$ cat src/rtl/sensor_requester.sv
// Sensor requester: sends an address and a command byte over a UART, then collects
// a one- or three-byte response and reports it with timeout / protocol-error status.
module sensor_requester #(
  parameter  int unsigned TIMEOUT_CYCLES = 50000000,
  localparam int unsigned BYTE_W         = 8
) (
  input  logic              i_Clock,
  input  logic              i_Reset_n,
  input  logic              i_Req_Start,
  input  logic [BYTE_W-1:0] i_Req_Address,
  input  logic [BYTE_W-1:0] i_Req_Command,
  output logic [BYTE_W-1:0] o_Tx_Data,
  output logic              o_Tx_Start,
  input  logic              i_Tx_Done,
  input  logic [BYTE_W-1:0] i_Rx_Data,
  input  logic              i_Rx_Done,
  output logic              o_Busy,
  output logic              o_Resp_Valid,
  output logic [BYTE_W-1:0] o_Resp_Code,
  output logic [BYTE_W-1:0] o_Resp_Integral,
  output logic [BYTE_W-1:0] o_Resp_Decimal,
  output logic              o_Timeout,
  output logic              o_Proto_Error
);

  localparam int unsigned CNT_W = 32;
  localparam logic [CNT_W-1:0] TMO_LAST = CNT_W'(TIMEOUT_CYCLES - 1);

  // Response codes: two carry a value, three end the transaction after one byte
  localparam logic [BYTE_W-1:0] RC_DATA1      = BYTE_W'(8'h01);
  localparam logic [BYTE_W-1:0] RC_DATA2      = BYTE_W'(8'h02);
  localparam logic [BYTE_W-1:0] RC_ACK        = BYTE_W'(8'h00);
  localparam logic [BYTE_W-1:0] RC_SENSOR_ERR = BYTE_W'(8'h1F);
  localparam logic [BYTE_W-1:0] RC_BAD_CMD    = BYTE_W'(8'h2F);

  typedef enum logic [3:0] {
    IDLE      = 4'd0,
    TX_ADDR   = 4'd1,
    WAIT_ADDR = 4'd2,
    TX_CMD    = 4'd3,
    WAIT_CMD  = 4'd4,
    RX_CODE   = 4'd5,
    RX_INT    = 4'd6,
    RX_DEC    = 4'd7,
    DONE      = 4'd8
  } state_t;

  state_t             state_q, state_d;
  logic               tx_done_q, rx_done_q;
  logic               tx_edge_c, rx_edge_c;
  logic               waiting_c, timeout_hit_c;
  logic [CNT_W-1:0]   cnt_q, cnt_d;
  logic [BYTE_W-1:0]  cmd_q, cmd_d;
  logic [BYTE_W-1:0]  tx_data_d, code_d, int_d, dec_d;
  logic               tx_start_d, busy_d, valid_d, tmo_d, perr_d;

  // Rising-edge detection against last cycle's sample of each done input
  assign tx_edge_c = i_Tx_Done & ~tx_done_q;
  assign rx_edge_c = i_Rx_Done & ~rx_done_q;

  assign waiting_c = state_q inside {WAIT_ADDR, WAIT_CMD, RX_CODE, RX_INT, RX_DEC};
  assign timeout_hit_c = waiting_c && (cnt_q == TMO_LAST);

  // Next-state and next-output logic; an edge always takes priority over a timeout
  always_comb begin
    state_d    = state_q;
    cmd_d      = cmd_q;
    tx_data_d  = o_Tx_Data;
    tx_start_d = 1'b0;
    code_d     = o_Resp_Code;
    int_d      = o_Resp_Integral;
    dec_d      = o_Resp_Decimal;
    tmo_d      = o_Timeout;
    perr_d     = o_Proto_Error;

    case (state_q)
      IDLE: begin
        if (i_Req_Start && !o_Busy) begin
          state_d    = TX_ADDR;
          cmd_d      = i_Req_Command;
          tx_data_d  = i_Req_Address;
          tx_start_d = 1'b1;
          code_d     = '0;
          int_d      = '0;
          dec_d      = '0;
          tmo_d      = 1'b0;
          perr_d     = 1'b0;
        end
      end
      TX_ADDR: state_d = WAIT_ADDR;
      WAIT_ADDR: begin
        if (tx_edge_c) begin
          state_d    = TX_CMD;
          tx_data_d  = cmd_q;
          tx_start_d = 1'b1;
        end else if (timeout_hit_c) begin
          state_d = DONE;
          tmo_d   = 1'b1;
        end
      end
      TX_CMD: state_d = WAIT_CMD;
      WAIT_CMD: begin
        if (tx_edge_c) begin
          state_d = RX_CODE;
        end else if (timeout_hit_c) begin
          state_d = DONE;
          tmo_d   = 1'b1;
        end
      end
      RX_CODE: begin
        if (rx_edge_c) begin
          code_d = i_Rx_Data;
          case (i_Rx_Data)
            RC_DATA1, RC_DATA2:                 state_d = RX_INT;
            RC_ACK, RC_SENSOR_ERR, RC_BAD_CMD:  state_d = DONE;
            default: begin
              state_d = DONE;
              perr_d  = 1'b1;
            end
          endcase
        end else if (timeout_hit_c) begin
          state_d = DONE;
          tmo_d   = 1'b1;
        end
      end
      RX_INT: begin
        if (rx_edge_c) begin
          state_d = RX_DEC;
          int_d   = i_Rx_Data;
        end else if (timeout_hit_c) begin
          state_d = DONE;
          tmo_d   = 1'b1;
        end
      end
      RX_DEC: begin
        if (rx_edge_c) begin
          state_d = DONE;
          dec_d   = i_Rx_Data;
        end else if (timeout_hit_c) begin
          state_d = DONE;
          tmo_d   = 1'b1;
        end
      end
      DONE:    state_d = IDLE;
      default: state_d = IDLE;
    endcase

    // Counter restarts on every state change and only runs while waiting
    if (state_d != state_q) begin
      cnt_d = '0;
    end else if (waiting_c) begin
      cnt_d = cnt_q + CNT_W'(1);
    end else begin
      cnt_d = cnt_q;
    end

    // Valid lands the cycle after DONE; busy stretches to cover it
    valid_d = (state_q == DONE);
    busy_d  = (state_d != IDLE) || (state_q == DONE);
  end

  // State, counter, edge history and registered outputs
  always_ff @(posedge i_Clock or negedge i_Reset_n) begin
    if (!i_Reset_n) begin
      state_q         <= IDLE;
      cnt_q           <= '0;
      cmd_q           <= '0;
      tx_done_q       <= 1'b0;
      rx_done_q       <= 1'b0;
      o_Tx_Data       <= '0;
      o_Tx_Start      <= 1'b0;
      o_Busy          <= 1'b0;
      o_Resp_Valid    <= 1'b0;
      o_Resp_Code     <= '0;
      o_Resp_Integral <= '0;
      o_Resp_Decimal  <= '0;
      o_Timeout       <= 1'b0;
      o_Proto_Error   <= 1'b0;
    end else begin
      state_q         <= state_d;
      cnt_q           <= cnt_d;
      cmd_q           <= cmd_d;
      tx_done_q       <= i_Tx_Done;
      rx_done_q       <= i_Rx_Done;
      o_Tx_Data       <= tx_data_d;
      o_Tx_Start      <= tx_start_d;
      o_Busy          <= busy_d;
      o_Resp_Valid    <= valid_d;
      o_Resp_Code     <= code_d;
      o_Resp_Integral <= int_d;
      o_Resp_Decimal  <= dec_d;
      o_Timeout       <= tmo_d;
      o_Proto_Error   <= perr_d;
    end
  end

endmodule

$ cat config.mk
export PLATFORM = sky130hd
export DESIGN_NAME = sensor_requester
export DESIGN_NICKNAME = d
export VERILOG_FILES = /design/src/rtl/sensor_requester.sv
export SDC_FILE = /design/constraint.sdc
export NUM_CORES = 1
export LEC_CHECK = 0
export CAP_MARGIN = 20
export CELL_PAD_IN_SITES_DETAIL_PLACEMENT = 2
export CELL_PAD_IN_SITES_GLOBAL_PLACEMENT = 2
export CORE_ASPECT_RATIO = 0.8
export CORE_MARGIN = 2
export CORE_UTILIZATION = 36
export CTS_CLUSTER_DIAMETER = 30
export DETAILED_ROUTE_END_ITERATION = 8
export GPL_ROUTABILITY_DRIVEN = 0
export PLACE_DENSITY = 0.86
export SYNTH_ARGS = -nofsm -noshare
export SYNTH_HDL_FRONTEND = slang
export SYNTH_SLANG_ARGS = --single-unit
$ cat constraint.sdc
create_clock -name i_Clock -period 4.1 [get_ports i_Clock]
set_input_delay 1.23 -clock i_Clock [delete_from_list [all_inputs] [get_ports i_Clock]]
set_output_delay 1.23 -clock i_Clock [all_outputs]
set_load 0.01 [all_outputs]
==> flow_metrics.env <==
export IMPL_status="finished, final reports clean"
export IMPL_final_max_slew_viol_count=0
export IMPL_rrSetupSlack_ns=1.40
export IMPL_drt_first_pass_iters=4
export IMPL_synth_edf_count=0
export IMPL_grt_ovfl_total=0
export IMPL_clk_latency_ns=0.34
export IMPL_hold_buffers=0
export IMPL_cts_tree="done"
export IMPL_finalSetupViolations=0
export IMPL_yosysWarnings=0
export IMPL_criticalPathCategory="input port to flop"
export IMPL_post_cts_setup_buffer_count=0
export IMPL_slowest_delay_ns=0.51
export IMPL_synth_area_leaders="dfrtp_1 50%, nand2_1 9.4%, nor2_2 4.5%"
export IMPL_yosysTopAreaCellShare_pct=50.2
export IMPL_r2r_cells=7
export IMPL_seq_power_share_pct=37.2
export IMPL_fin_skew_ns=0.00740
export IMPL_finalSetupTns_ns=0
export IMPL_critPathCaptureType="flop"
export IMPL_power_frac_clock_pct=26.6
export IMPL_combPwrFrac_pct=36.2
export IMPL_numCtsBuffers=9
export IMPL_antenna_left=0
export IMPL_cts_clk_slew_worst_paths_ns=0.06
export IMPL_fin_area_um2=5280
export IMPL_critical_path_arrival_ns=3.47
export IMPL_post_place_ws_ns=0.652
export IMPL_antenna_cells=0
export IMPL_max_cap_viol_count=0
export IMPL_power_switching_w=0.00116
export IMPL_min_path_cells=2
export IMPL_min_period_ns=3.21
export IMPL_nets=540
export IMPL_cts_resized=0
export IMPL_die_w_um=124
export IMPL_cts_root_buf="clkbuf_16"
export IMPL_worstPathCellList="clkdlybuf4s50_1, nor2b_1, o32a_1, o21ai_0, a21oi_1, o21ai_4, buf_12, nor2_1"
export IMPL_vias_per_cell=5.31
export IMPL_die_h_um=99.9
export IMPL_tightest_slew_ns=0.772
export IMPL_hold_viol_final=0
export IMPL_required_ns=4.37
export IMPL_yosysSeqAreaShare_pct=50.2
export IMPL_synth_seq_cells=83
export IMPL_leakagePower_nw=2.19
export IMPL_start_kind="input port"
export IMPL_wl_um=12700
export IMPL_track_usage_pct=22.5
export IMPL_grt_pass1_wl_um=21500
export IMPL_syn_cell_area_um2=4140
export IMPL_start_util_pct=37.6
export IMPL_internal_power_w=0.00204
export IMPL_worst_hold_path_type="flop to flop"
export IMPL_first_global_vias=3991
export IMPL_drive_above_1_share_pct=11.9
export IMPL_core_um2=11000
export IMPL_cp_slowest_cell="clkdlybuf4s50_1"
export IMPL_die_area_um2=12400
export IMPL_max_freq_ghz=0.312
export IMPL_avgSynthCellArea_um2=9.32
export IMPL_crit_path_max_fanout=23
export IMPL_antenna_found_initial=0
export IMPL_grt_max_degree=84
export IMPL_async_reset_ff_share_pct=100
export IMPL_slew_headroom_pct=48.3
export IMPL_ys_flop_type="dfrtp_1"
export IMPL_clock_sinks=83
export IMPL_synth_largest_area_cell="dfrtp_1"
export IMPL_wl_per_cell_um=19.4
export IMPL_power_density_nw_per_um2=606
export IMPL_hpwl_um=8870
export IMPL_htreeDepth=3
export IMPL_p_sw_share_pct=36.1
export IMPL_syn_to_final_growth_pct=27.4
export IMPL_synth_cell_types=49
export IMPL_drtIter0Drc=237
export IMPL_rsz0062_at_grt="no"
export IMPL_place_area_um2=4950
export IMPL_syn_num_nets=474
export IMPL_cts_buffer_depth=2
export IMPL_io_pins=66
export IMPL_vias=3489
export IMPL_ir_drop_uv=287
export IMPL_port_buffers=65
export IMPL_drc=0
export IMPL_row_count=34
export IMPL_fin_crit_sh_pct=78.2
export IMPL_setup_slack_ns=0.892
export IMPL_netlist_instances=444
[routing by layer]
layer  vias to the layer above  share of wire [%]  GRT usage [%]
li1                       1632                  -              -
met1                      1789                 46           30.7
met2                        59                 49           36.7
met3                         9                3.7           5.40
met4                         0               0.93           4.63
met5                         -                  0              0
[power by group through the flow]
stage / logic [W] / clock network (W) / registers [W]
6_report: 0.00116 / 0.000850 / 0.00119
5_1_grt: 0.00128 / 0.000901 / 0.00122
4_1_cts: 0.00117 / 0.000871 / 0.00119
3_5_place_dp: 0.00115 / 0 / 0.00121
3_3_place_gp: 0.00109 / 0 / 0.00119
2_1_floorplan: 0.000657 / 0 / 0.00117
[per-stage QoR]
stage,hold slack (ns),util (%),total power (W),std cells
2_1_floorplan,0.445,-,0.00183,444
3_3_place_gp,0.460,44.9,0.00227,641
4_1_cts,0.483,47.6,0.00323,655
6_report,0.484,47.9,0.00320,657
3_5_place_dp,0.472,44.9,0.00236,641
5_1_grt,0.518,47.9,0.00340,657
[cell type report]
type	instances	area [µm²]
multi-input combinational	331	1930
inverter	9	33.8
timing repair buffer	76	756
clock buffer	11	233
sequential	83	2080
fill	1141	5740
tap	144	180
clock inverter	3	65.1
[worst max-delay path, delay by kind of cell]
family	cells	cell delay (ns)
buf+inv	2	0.74
compound gates	4	0.85
simple gates	2	0.64
[Yosys cell counts, types with 2 or more instances]
cell      number
nand2_1      104
dfrtp_1       83
nor2_2        30
o21ai_0       29
xnor2_1       17
xor2_1        17
nor2_1        15
clkbuf_1      11
nand3_1       11
nor3_1        11
mux2i_1       10
a21oi_1        9
nand4_1        9
o21ai_1        9
inv_1          8
and3_1         7
and4_1         6
buf_2          6
nand2b_1       6
nor4_1         4
or4_1          4
a31oi_1        3
buf_6          3
a211o_1        2
a32o_1         2
and2_1         2
nor2b_1        2
nor3b_1        2
or3_1          2
[flip-flops by register name, indices dropped and copies added, names as in the netlist]
register,flops
tx_done_q,1
o_Resp_Valid,1
rx_done_q,1
o_Timeout,1
o_Tx_Start,1
o_Resp_Decimal,8
o_Tx_Data,8
state_q,4
o_Resp_Code,8
cnt_q,32
cmd_q,8
o_Resp_Integral,8
o_Busy,1
o_Proto_Error,1
[kinds of logic after synthesis]
| kind of cell | Yosys count | synth area share [%] |
|---|---|---|
| buffers and inverters | 30 | 3.45 |
| adders and majority gates | 1 | 0.302 |
| muxes | 10 | 2.42 |
| AOI/OAI and AO/OA | 64 | 9.70 |
| and+or+nand+nor | 222 | 26.8 |
| xor gates and xnor gates | 34 | 7.19 |
| DFF | 83 | 50.2 |
[placed cells by master, fill, tap and decap left out, types with 3 or more instances in the layout]
| master | Yosys | layout |
|---|---|---|
| clkdlybuf4s50_1 | 0 | 64 |
| mux2i_1 | 10 | 10 |
| nor2_1 | 15 | 15 |
| nand4_1 | 9 | 9 |
| o21ai_1 | 9 | 9 |
| and4_1 | 6 | 6 |
| nor2_2 | 30 | 30 |
| clkbuf_16 | 0 | 9 |
| xnor2_1 | 17 | 17 |
| nor4_1 | 4 | 3 |
| buf_4 | 0 | 10 |
| nand3_1 | 11 | 11 |
| nor3_1 | 11 | 10 |
| nand2_1 | 104 | 104 |
| nand2b_1 | 6 | 6 |
| o21ai_0 | 29 | 29 |
| xor2_1 | 17 | 17 |
| and3_1 | 7 | 7 |
| a21oi_1 | 9 | 9 |
| or4_1 | 4 | 4 |
| a31oi_1 | 3 | 3 |
| dfrtp_1 | 83 | 83 |
| inv_1 | 8 | 8 |
[worst paths after layout]
| kind | end | from |
|---|---|---|
| worst max register to register | cnt_q[1]$_DFFE_PN0P_ | state_q[0]$_DFF_PN0_ |
| worst max-delay path | cnt_q[1]$_DFFE_PN0P_ | i_Tx_Done |
| worst min register to register | o_Tx_Data[1]$_DFFE_PN0P_ | o_Tx_Data[1]$_DFFE_PN0P_ |
| max in group asynchronous | cnt_q[25]$_DFFE_PN0P_ | i_Reset_n |
| min in group asynchronous | o_Resp_Integral[1]$_DFFE_PN0P_ | i_Reset_n |
| worst min-delay path | o_Tx_Data[1]$_DFFE_PN0P_ | o_Tx_Data[1]$_DFFE_PN0P_ |
No activity file was read; power rests on OpenSTA's default activity.
